## src/rtl/valid_ready_fifo.sv

```systemverilog
// First-word-fall-through elastic buffer for valid/ready streams with occupancy
// reporting and synchronous flush. ready_in depends only on the registered count.
module valid_ready_fifo #(
   parameter  int WIDTH = 8,
   parameter  int DEPTH = 4,
   localparam int CW    = $clog2(DEPTH + 1)
) (
   input  logic             clk,
   input  logic             rst,
   input  logic             flush,
   input  logic             valid_in,
   input  logic [WIDTH-1:0] data_in,
   output logic             ready_in,
   output logic             valid_out,
   output logic [WIDTH-1:0] data_out,
   input  logic             ready_out,
   output logic [CW-1:0]    count
);

   localparam int AW = $clog2(DEPTH);

   logic [WIDTH-1:0] mem [DEPTH];
   logic [AW-1:0]    wr_ptr;
   logic [AW-1:0]    rd_ptr;
   logic [CW-1:0]    count_q;
   logic [CW-1:0]    count_nxt;
   logic             push;
   logic             pop;

   assign ready_in  = (count_q != CW'(DEPTH));
   assign valid_out = (count_q != '0);
   assign push      = valid_in & ready_in;
   assign pop       = valid_out & ready_out;
   assign count     = count_q;

   // Empty FIFO drives zero rather than stale storage; no bypass of a same-cycle push.
   assign data_out  = valid_out ? mem[rd_ptr] : '0;

   always_comb begin
      count_nxt = count_q;
      case ({push, pop})
         2'b10:   count_nxt = count_q + CW'(1);
         2'b01:   count_nxt = count_q - CW'(1);
         default: count_nxt = count_q;
      endcase
   end

   // Control state: rst over flush over push/pop; pointers wrap naturally.
   always_ff @(posedge clk) begin
      if (rst || flush) begin
         wr_ptr  <= '0;
         rd_ptr  <= '0;
         count_q <= '0;
      end else begin
         if (push) wr_ptr <= wr_ptr + AW'(1);
         if (pop)  rd_ptr <= rd_ptr + AW'(1);
         count_q <= count_nxt;
      end
   end

   // Payload storage carries no reset.
   always_ff @(posedge clk) begin
      if (push && !rst && !flush) mem[wr_ptr] <= data_in;
   end

endmodule
```

## config.mk

```make
export PLATFORM = sky130hd
export DESIGN_NAME = valid_ready_fifo
export DESIGN_NICKNAME = d
export VERILOG_FILES = /design/src/rtl/valid_ready_fifo.sv
export SDC_FILE = /design/constraint.sdc
export NUM_CORES = 1
export LEC_CHECK = 0
export CAP_MARGIN = 20
export CORE_ASPECT_RATIO = 0.7
export CORE_MARGIN = 3
export CORE_UTILIZATION = 52
export CTS_CLUSTER_DIAMETER = 150
export DETAILED_ROUTE_END_ITERATION = 8
export PLACE_DENSITY = 0.86
export SYNTH_ARGS = -nofsm -noshare
export SYNTH_HDL_FRONTEND = slang
export SYNTH_SLANG_ARGS = --single-unit
```

## constraint.sdc

```tcl
create_clock -name clk -period 2.6 [get_ports clk]
set_input_delay 0.39 -clock clk [delete_from_list [all_inputs] [get_ports clk]]
set_output_delay 0.39 -clock clk [all_outputs]
set_load 0.02 [all_outputs]
```

==> summary.md <==
| Metric | Value |
|---|---|
| Crit path DAT | `2.66 ns` |
| Row Count | `16` |
| Initial core utilization | `57.7%` |
| Result of the run | `complete, no violations` |
| I/O Pins | `26` |
| Post-synth cell types | `27` |
| Initial antenna violation count | `0` |
| Cells after Synth | `107` |
| Cell Chain, Critical Path | `or3b_4, and2_4, inv_1, ha_1, inv_1, fa_1, xor2_1, or3_2, a21oi_1` |
| Transition time of the tightest slew-check pin | `0.436 ns` |
| Worst-skew pair later-pin latency | `0.29 ns` |
| Number of antenna cells inserted | `0` |
| Average vias per placed instance | `5.49` |
| DP HPWL | `2110 um` |
| Slowest cell delay on critical path | `0.42 ns` |
| Slowest library cell on the worst path | `sky130_fd_sc_hd__or3_2` |
| Count of H-tree levels built during CTS | `2` |
| RSZ-0062 raised after global routing | `false` |
| Post-layout util | `70.8%` |
| Most common cell after layout, fill and taps aside | `sky130_fd_sc_hd__edfxtp_1` |
| Floorplan die width | `74.6 um` |
| Worst path most repeated cell | `sky130_fd_sc_hd__inv_1` |
| Final Instance Count excl. Fillers | `173` |
| Area growth from synthesis to layout | `22.7%` |
| # Post-CTS Setup Buffers | `0` |
| Count of unresolved DRC violations after routing | `0` |
| Total clock buffers created by CTS | `5` |
| Final TNS setup | `0 ns` |
| Count of final max-slew check failures | `0` |
| Finished layout cell area | `2100 um2` |
| Total power divided by cell area | `629 nW/um2` |
| Category of the most critical setup path | `reg -> reg` |
| Largest fanout on the critical path | `7` |
| CTS root buffer | `sky130_fd_sc_hd__clkbuf_8` |
| Worst setup skew after layout | `0.00508 ns` |
| Mux share of post-synthesis cell area | `11.1%` |
| Average wire per cell in the routed design | `17.3 um` |
| Number of nets in the layout | `155` |
| Startpoint class of the critical path | `register` |
| Main combinational cell family by area after synthesis | `multiplexers` |
| Maximum Capacitance Violations | `0` |
| Number of gates given a new drive strength after cts | `0` |
| Leak | `0.708 nW` |
| DR iter-0 viols | `64` |
| Fraction of the mapped netlist area in adder cells | `4.83%` |
| Layout fillers | `190` |
| Worst Setup End Kind | `register` |
| Number of hold-slack violations in the final timing report | `0` |
| Final weighted congestion of routability-driven global placement | `0.728` |
| Combined global-route utilization of all metal layers | `17.3%` |
| Core region area | `2960 um2` |
| Hold-fix buffers at CTS | `0` |
| Largest net degree at the start of global routing | `13` |
| Class of the most critical hold timing path | `reg -> reg` |
| Die ar. | `4020 um2` |
| Cell area after placement | `1990 um2` |
| Deepest clock path buffer count | `2` |
| Final antenna-violating net count | `0` |
| Chip Height | `54.0 um` |
| Number of global-route vias before repair | `948` |
| Relative slew slack | `70.8%` |
| #FFs+latches synth | `41` |
| Ys Warns | `0` |
| Final critical-path share of the clock period | `93.9%` |
| Cell area after technology mapping | `1710 um2` |
| Top library cells by usage in the layout, fill and taps aside | `sky130_fd_sc_hd__edfxtp_1, sky130_fd_sc_hd__clkdlybuf4s50_1, sky130_fd_sc_hd__nor2b_1, sky130_fd_sc_hd__dfxtp_1, sky130_fd_sc_hd__mux4_2` |
| Remaining Overflow, GRT | `0` |
| XOR/XNOR share of the synthesized area | `1.02%` |
| Total Routed Length | `2990 um` |
| Number of detailed-routing iterations run before antenna repair | `4` |
| Vias | `949` |
| CTS tree | `yes` |
| Post-Syn Nets | `126` |
| Time the worst path needs with I/O delays and setup | `2.44 ns` |
| Maximum clock rate | `410 MHz` |
| TritonCTS sink count | `41` |
| Fraction of layout instances using a drive strength above 1 | `16.8%` |
| Mean instance size in the synthesized netlist | `16.0 um2` |
| Post-synthesis sequential area ratio | `66.7%` |
| Wire length of the first global-routing pass | `4650 um` |
| Setup violation total in the final timing report | `0` |
| Post-Place Cells | `165` |
| Worst endpoint required time | `2.82 ns` |
| Maximum resistive drop on vdd | `0.382 mV` |
| Basic-gate share of the synthesized area counting and, or, nand and nor cells | `10.3%` |
| Port Buffer Count | `25` |
| Post-synthesis compound-gate area fraction | `2.78%` |
| Clock slew at reported path FFs | `0.07 ns` |
[per-stage QoR]
step	setup slack (ns)	power, W	hold WS, ns
after detailed placement	0.0512	0.000852	0.484
after global placement	0.178	0.000845	0.470
after global routing	0.0188	0.00137	0.537
final	0.159	0.00132	0.496
after floorplan	0.0285	0.000794	0.457
after CTS	0.155	0.00133	0.497
[worst max-delay path, delay by kind of cell, from the launching register on]
kind	cells	cell delay, ns
AO/OA/AOI/OAI	1	0.14
buffers and inverters	2	0.12
XOR/XNOR	1	0.16
flip-flops	1	0.39
AND/OR/NAND/NOR	3	1.03
adder cells (fa/ha/maj)	2	0.54
[per-layer routing]
layer	up-vias	wire length [um]	GRT usage, %
met5	-	0	0
met4	0	34	6.21
met3	4	142	6.34
met2	24	1490	27.8
met1	470	1320	21.7
li1	451	-	-
[final cells by class]
| class | instances | area [um2] | area share (%) |
|---|---|---|---|
| multi-input cells | 54 | 514 | 24.5 |
| inverters | 7 | 26.3 | 1.25 |
| well taps | 36 | 45.0 | 2.15 |
| clock inverters | 2 | 33.8 | 1.61 |
| flip-flops and latches | 41 | 1140 | 54.4 |
| clock buffers | 6 | 72.6 | 3.46 |
| repair buffers | 27 | 265 | 12.6 |
[power by group]
group	switching, W	internal, W
logic	0.0000587	0.0000582
registers	0.00000550	0.000715
clock network	0.000199	0.000283
total	0.000264	0.00106
[cell usage after synthesis, drive strengths merged]
master / number / area [um2]
or2: 1 / 6.26
xor2: 2 / 17.5
and3: 4 / 28.8
o31ai: 1 / 12.5
nor2b: 9 / 56.3
nand4: 1 / 6.26
o21ai: 4 / 20.0
fa: 1 / 20.0
dfxtp: 9 / 180
a21oi: 3 / 15.0
mux4: 8 / 180
mux2i: 1 / 10.0
or3b: 1 / 11.3
nor2: 4 / 15.0
nor3: 1 / 5.00
or4b: 1 / 10.0
inv: 7 / 26.3
nand2: 4 / 15.0
clkbuf: 2 / 7.51
buf: 3 / 21.3
ha: 5 / 62.6
edfxtp: 32 / 961
and2: 1 / 8.76
or3: 2 / 13.8
[state kept, by name, summed over array words and instances (netlist names), named ones only]
| register | flops |
|---|---|
| wr_ptr | 2 |
| mem | 32 |
| rd_ptr | 2 |
| count | 3 |
[cells by family after synthesis]
kind of cell / count (synthesis)
AOI/OAI and AO/OA: 8
xor gates and xnor gates: 2
adders and majority gates: 6
buffers and inverters: 12
DFF: 41
muxes: 9
and+or+nand+nor: 29
[worst paths after layout]
check | from | endpoint | slack [ns] | cells after the start
max | count[2]$_SDFFE_PP0P_ | count[2]$_SDFFE_PP0P_ | 0.16 | 9
min | rd_ptr[1]$_SDFFE_PP0P_ | rd_ptr[1]$_SDFFE_PP0P_ | 0.50 | 2
max reg2reg | count[2]$_SDFFE_PP0P_ | count[2]$_SDFFE_PP0P_ | 0.16 | 9
min reg2reg | rd_ptr[1]$_SDFFE_PP0P_ | rd_ptr[1]$_SDFFE_PP0P_ | 0.50 | 2
No activity file was read; power rests on OpenSTA's default activity.
